[config.mk]
export PLATFORM = sky130hd
export DESIGN_NAME = fetch_stage
export DESIGN_NICKNAME = d
export VERILOG_FILES = /design/src/rtl/stage.sv /design/src/rtl/fetch_fifo.sv /design/src/rtl/fetch_stage.sv
export SDC_FILE = /design/constraint.sdc
export NUM_CORES = 1
export LEC_CHECK = 0
export BUFFER_PORTS_ARGS = -buffer_cell sky130_fd_sc_hd__clkbuf_2
export CAP_MARGIN = 30
export CORE_ASPECT_RATIO = 1.2
export CORE_MARGIN = 3
export CORE_UTILIZATION = 47
export CTS_CLUSTER_DIAMETER = 50
export DETAILED_ROUTE_END_ITERATION = 10
export PLACE_DENSITY = 0.71
export SLEW_MARGIN = 20
export SYNTH_ARGS = -nofsm -noshare
export SYNTH_HDL_FRONTEND = slang
export SYNTH_HIERARCHICAL = 1
export SYNTH_SLANG_ARGS = --single-unit
[constraint.sdc]
create_clock -name clk -period 8.64 [get_ports clk]
set_clock_uncertainty 0.05 [all_clocks]
set_input_delay 1.296 -clock clk [delete_from_list [all_inputs] [get_ports clk]]
set_output_delay 1.296 -clock clk [all_outputs]
set_load 0.005 [all_outputs]
[src/rtl/stage.sv]
// stage: types and constants shared by the front-end pipeline stages.
package stage;

   localparam int unsigned FETCH_ADDR_WIDTH = 32;
   localparam int unsigned PC_WIDTH         = FETCH_ADDR_WIDTH - 2;
   localparam int unsigned INSN_WIDTH       = 32;
   localparam int unsigned FETCH_DEPTH      = 2;

   typedef logic [PC_WIDTH-1:0]   pc_t;
   typedef logic [INSN_WIDTH-1:0] insn_t;

   // One fetched instruction handed to the Read stage; addr is a word address.
   typedef struct packed {
      logic  valid;
      pc_t   addr;
      insn_t insn;
   } InsnBundle;

endpackage

[src/rtl/fetch_fifo.sv]
// fetch_fifo: small synchronous FIFO with push/pop/flush and an occupancy count.
// Read data is the current head (show-ahead); flush empties it in one cycle.
module fetch_fifo #(
   parameter int unsigned WIDTH = 32,
   parameter int unsigned DEPTH = 2,
   localparam int unsigned AW   = (DEPTH > 1) ? $clog2(DEPTH) : 1,
   localparam int unsigned CW   = $clog2(DEPTH + 1)
) (
   input  logic             clk,
   input  logic             rst,
   input  logic             i_push,
   input  logic             i_pop,
   input  logic             i_flush,
   input  logic [WIDTH-1:0] i_data,
   output logic [WIDTH-1:0] o_data,
   output logic             o_empty,
   output logic [CW-1:0]    o_count
);

   logic [WIDTH-1:0] r_mem [DEPTH];
   logic [AW-1:0]    r_wr_ptr;
   logic [AW-1:0]    r_rd_ptr;
   logic [CW-1:0]    r_count;

   function automatic logic [AW-1:0] next_ptr(input logic [AW-1:0] p);
      if (p == AW'(DEPTH - 1)) return '0;
      return p + AW'(1);
   endfunction

   assign o_data  = r_mem[r_rd_ptr];
   assign o_empty = (r_count == '0);
   assign o_count = r_count;

   // Storage write; data needs no reset since count gates visibility.
   always_ff @(posedge clk) begin
      if (i_push && !i_flush) r_mem[r_wr_ptr] <= i_data;
   end

   // Pointer and occupancy bookkeeping.
   always_ff @(posedge clk or posedge rst) begin
      if (rst) begin
         r_wr_ptr <= '0;
         r_rd_ptr <= '0;
         r_count  <= '0;
      end else if (i_flush) begin
         r_wr_ptr <= '0;
         r_rd_ptr <= '0;
         r_count  <= '0;
      end else begin
         if (i_push) r_wr_ptr <= next_ptr(r_wr_ptr);
         if (i_pop)  r_rd_ptr <= next_ptr(r_rd_ptr);
         if (i_push && !i_pop)      r_count <= r_count + CW'(1);
         else if (i_pop && !i_push) r_count <= r_count - CW'(1);
      end
   end

   // Callers must never overflow or underflow the queue.
   always_ff @(posedge clk) begin
      if (!rst && !i_flush) begin
         assert (!(i_push && !i_pop && r_count == CW'(DEPTH)));
         assert (!(i_pop && r_count == '0));
      end
   end

endmodule

[src/rtl/fetch_stage.sv]
// fetch_stage: program counter, in-order instruction memory requests and
// response buffering in front of the Read stage, with stall and redirect.
`ifndef MSG
`define MSG(LVL, ARGS)
`endif

module fetch_stage
   import stage::*;
#(
   parameter int unsigned           ADDR_WIDTH = stage::FETCH_ADDR_WIDTH,
   parameter logic [ADDR_WIDTH-1:0] RESET_ADDR = '0,
   parameter int unsigned           DEPTH      = stage::FETCH_DEPTH
) (
   input  logic                  clk,
   input  logic                  rst,
   input  logic                  stall,
   input  logic                  redirect_valid,
   input  logic [ADDR_WIDTH-3:0] redirect_addr,
   output logic                  req_valid,
   input  logic                  req_ready,
   output logic [ADDR_WIDTH-3:0] req_addr,
   input  logic                  rsp_valid,
   input  logic [31:0]           rsp_data,
   output stage::InsnBundle      stage_out_insn
);

   localparam int unsigned     PW       = ADDR_WIDTH - 2;
   localparam int unsigned     CW       = $clog2(DEPTH + 1);
   localparam int unsigned     BW       = PW + INSN_WIDTH;
   localparam logic [PW-1:0]   RESET_PC = RESET_ADDR[ADDR_WIDTH-1:2];

   logic [PW-1:0]         r_pc;
   logic [CW-1:0]         r_outstanding;
   logic [CW-1:0]         r_kill_cnt;
   InsnBundle             r_out;

   logic                  w_credit;
   logic                  w_issue;
   logic                  w_rsp_live;
   logic                  w_out_load;
   logic                  w_buf_pop;
   logic [PW-1:0]         w_aq_head;
   logic                  w_aq_empty;
   logic [CW-1:0]         w_aq_count;
   logic [BW-1:0]         w_buf_head;
   logic                  w_buf_empty;
   logic [CW-1:0]         w_buf_count;
   logic [PW-1:0]         w_buf_addr;
   logic [INSN_WIDTH-1:0] w_buf_insn;

   // Outstanding requests (killed ones included) plus buffered responses
   // may never exceed DEPTH, so the buffer cannot overflow.
   assign w_credit   = ({1'b0, r_outstanding} + {1'b0, w_buf_count}) < (CW+1)'(DEPTH);
   assign req_valid  = !rst && !redirect_valid && w_credit;
   assign req_addr   = r_pc;
   assign w_issue    = req_valid && req_ready;

   // A response is live only when no wrong-path responses remain ahead of it.
   assign w_rsp_live = rsp_valid && (r_kill_cnt == '0) && !redirect_valid;

   assign w_out_load = !stall || !r_out.valid;
   assign w_buf_pop  = w_out_load && !w_buf_empty && !redirect_valid;
   assign w_buf_addr = w_buf_head[BW-1:INSN_WIDTH];
   assign w_buf_insn = w_buf_head[INSN_WIDTH-1:0];

   assign stage_out_insn = r_out;

   fetch_fifo #(
      .WIDTH (PW),
      .DEPTH (DEPTH)
   ) u_addr_q (
      .clk     (clk),
      .rst     (rst),
      .i_push  (w_issue),
      .i_pop   (w_rsp_live),
      .i_flush (redirect_valid),
      .i_data  (r_pc),
      .o_data  (w_aq_head),
      .o_empty (w_aq_empty),
      .o_count (w_aq_count)
   );

   fetch_fifo #(
      .WIDTH (BW),
      .DEPTH (DEPTH)
   ) u_rsp_buf (
      .clk     (clk),
      .rst     (rst),
      .i_push  (w_rsp_live),
      .i_pop   (w_buf_pop),
      .i_flush (redirect_valid),
      .i_data  ({w_aq_head, rsp_data}),
      .o_data  (w_buf_head),
      .o_empty (w_buf_empty),
      .o_count (w_buf_count)
   );

   // Program counter: redirect wins, otherwise advance on each accepted request.
   always_ff @(posedge clk or posedge rst) begin
      if (rst)                 r_pc <= RESET_PC;
      else if (redirect_valid) r_pc <= redirect_addr;
      else if (w_issue)        r_pc <= r_pc + PW'(1);
   end

   // Requests in flight; issue and response in the same cycle cancel out.
   // No issue can happen in a redirect cycle, so this covers redirect too.
   always_ff @(posedge clk or posedge rst) begin
      if (rst) begin
         r_outstanding <= '0;
      end else begin
         case ({w_issue, rsp_valid})
            2'b10:   r_outstanding <= r_outstanding + CW'(1);
            2'b01:   r_outstanding <= r_outstanding - CW'(1);
            default: r_outstanding <= r_outstanding;
         endcase
      end
   end

   // Wrong-path responses still to be discarded; a response arriving in the
   // redirect cycle is itself discarded, so it is not counted.
   always_ff @(posedge clk or posedge rst) begin
      if (rst)                                  r_kill_cnt <= '0;
      else if (redirect_valid)                  r_kill_cnt <= r_outstanding - CW'(rsp_valid);
      else if (rsp_valid && r_kill_cnt != '0)   r_kill_cnt <= r_kill_cnt - CW'(1);
   end

   // Output register toward Read: holds under stall, cleared by redirect.
   always_ff @(posedge clk or posedge rst) begin
      if (rst) begin
         r_out <= '0;
      end else if (redirect_valid) begin
         r_out.valid <= 1'b0;
      end else if (w_out_load) begin
         if (!w_buf_empty) begin
            r_out.valid <= 1'b1;
            r_out.addr  <= PC_WIDTH'(w_buf_addr);
            r_out.insn  <= w_buf_insn;
            `MSG(5, ("FETCH: addr=%h op=%h", {w_buf_addr, 2'b00}, w_buf_insn));
         end else begin
            r_out.valid <= 1'b0;
         end
      end
   end

   // Memory protocol and internal bookkeeping invariants.
   always_ff @(posedge clk) begin
      if (!rst) begin
         assert (!(rsp_valid && r_outstanding == '0));
         assert (!(w_rsp_live && w_aq_empty));
         assert (({1'b0, w_aq_count} + {1'b0, r_kill_cnt}) == {1'b0, r_outstanding});
      end
   end

endmodule

==> results.py <==
metrics = {
    "drt": {
        "dr.first_iter.drc_count": 344,
        "remaining_drc_errors": 0,
        "antenna_left": 0,
        "drt_pass1_iterations": 5,
        "wl_per_cell_um": 18.5,
        "vias": 6448,
        "wl_um": 22400,
        "via_per_inst": 5.32,
    },
    "final_layout": {
        "drive_gt1_share_pct": 40.7,
        "mostFrequentLayoutCell": "edfxtp_1",
        "diodes": 0,
        "mostFrequentLayoutCells": "edfxtp_1, clkbuf_2, dfrtp_1",
        "fill_cells": 1889,
        "area_delta_synth_final_pct": 17.4,
        "postLayoutCellArea_um2": 13800,
        "nets": 941,
    },
    "clock_tree": {
        "cts_resized": 0,
        "cts_sinks": 287,
        "clock_path_buffers": 3,
        "postCtsHoldBufs": 0,
        "cts_tree": "built",
        "cts_setup_buffers": 0,
        "worstSkewPairLatency_ns": 0.54,
        "path_clk_slew_ns": 0.06,
        "root_buffer": "clkbuf_16",
        "cts_buffers": 30,
        "htreeDepth": 1,
    },
    "worst_setup_path": {
        "startpoint": "u_rsp_buf/o_count[0]",
        "ff2ff_setup_slack_ns": 5.69,
        "required_ns": 7.29,
        "critPathLaunchType": "flip-flop",
        "crit_fanout": 6,
        "worstSetupPathType": "reg2out",
        "cp-end-kind": "output pin",
        "worstReg2RegEnd": "u_addr_q/r_mem[0][20]",
        "critPathCapture": "req_valid",
        "r2r-start": "u_rsp_buf/o_count[0]",
        "r2r_cells": 7,
        "arrival_ns": 2.23,
    },
    "placed_design": {
        "post-place-ws_ns": 4.78,
        "placed_area_um2": 12800,
        "portBuffers": 161,
        "gp_congestion": 0.886,
        "dp_hpwl_um": 14500,
    },
    "logic_synthesis": {
        "syn_area_per_cell_um2": 17.0,
        "netlist_instances": 693,
        "syn-num-nets": 766,
        "netlist_area_um2": 11800,
        "yosysWarningCount": 6,
    },
    "floorplan": {
        "start_util_pct": 48.4,
        "die_x_um": 150,
        "core.rowCount": 62,
        "ioPinCount": 162,
        "core_um2": 24300,
        "dieHeight_um": 179,
        "dieArea_um2": 27000,
    },
    "timing": {
        "hold_viol": 0,
        "slew_viol_final": 0,
        "finalCriticalPeriod_ns": 3.58,
        "fmax_mhz": 280,
        "report.final.setup_viol": 0,
        "layout_setup_ws_ns": 5.06,
        "fin_tns_setup_ns": 0,
        "maxSlewHeadroom_pct": 39.2,
        "period_share_pct": 41.4,
        "rsz0062_at_grt": "false",
        "tightest_slew_ns": 0.912,
    },
    "global_routing": {
        "grt_pass1_wl_um": 35900,
        "antenna_found_initial": 0,
        "grt_pass1_vias": 6728,
        "grt.overflow.total": 0,
        "grt_use_total_pct": 16.7,
        "grt_start_max_net_pins": 67,
    },
    "power": {
        "leakage_nw": 5.50,
        "vdd_drop_max_mv": 0.173,
        "powerDensity_nw_per_um2": 289,
    },
    "worst_hold_path": {
        "hold_class": "reg2reg",
    },
    "status": {
        "status": "complete, no violations",
    },
    "flow_run": {
        "max_cap_viol_count": 0,
    },
}
## worst max-delay path: stages (launching register included)
cell and delay, ns:
dfrtp_1 0.43, and2_1 0.19, fa_1 0.49, nor4_4 0.40, clkbuf_2 0.18
## layer usage
metal | wire, um | track usage, %
met1 | 9760 | 22.8
met2 | 10800 | 27.7
met3 | 1500 | 3.03
met4 | 357 | 4.31
met5 | 0 | 0
## area by class of cell
| type | instances | area (um^2) | area share, % |
|---|---|---|---|
| clock inverter | 11 | 119 | 0.861 |
| sequential | 287 | 8110 | 58.7 |
| inverter | 13 | 51.3 | 0.372 |
| multi-input combinational | 365 | 3390 | 24.6 |
| timing repair buffer | 171 | 881 | 6.38 |
| tap | 320 | 400 | 2.90 |
| clock buffer | 45 | 858 | 6.22 |
## flip-flops by register name, summed over array words and instances, names as in the netlist
signal,count
u_addr_q/r_rd_ptr,1
r_outstanding,2
r_kill_cnt,2
u_rsp_buf/r_mem,124
u_rsp_buf/r_wr_ptr,1
u_addr_q/r_wr_ptr,1
u_rsp_buf/o_count,2
req_addr,30
stage_out_insn,63
u_rsp_buf/r_rd_ptr,1
u_addr_q/r_mem,60
## through the flow
step | hold slack [ns] | utilization, % | instances | power [mW]
detailed placement | 0.429 | 52.8 | 1156 | 2.78
finish | 0.437 | 56.9 | 1212 | 3.99
floorplan | 0.433 | - | 693 | 2.48
CTS | 0.442 | 56.9 | 1212 | 4.05
global placement | 0.420 | 52.8 | 1156 | 2.75
global route | 0.459 | 56.9 | 1212 | 4.20
## worst min-delay path by stage
stage                        from                 end  slack [ns]  cells past startpoint
2_1_floorplan  stage_out_insn[44]  stage_out_insn[44]        0.43                      1
3_3_place_gp   stage_out_insn[49]  stage_out_insn[49]        0.42                      1
3_5_place_dp   stage_out_insn[49]  stage_out_insn[49]        0.43                      1
4_1_cts        stage_out_insn[48]  stage_out_insn[48]        0.44                      1
5_1_grt        stage_out_insn[45]  stage_out_insn[45]        0.46                      1
6_report       stage_out_insn[52]  stage_out_insn[52]        0.44                      1
## power breakdown
part / internal, mW / switching (mW) / leakage [nW]
combinational: 0.486 / 0.359 / 2.12
clock: 0.748 / 0.505 / 0.475
sequential: 1.71 / 0.183 / 2.90
Power figures use the tool's default switching activity.
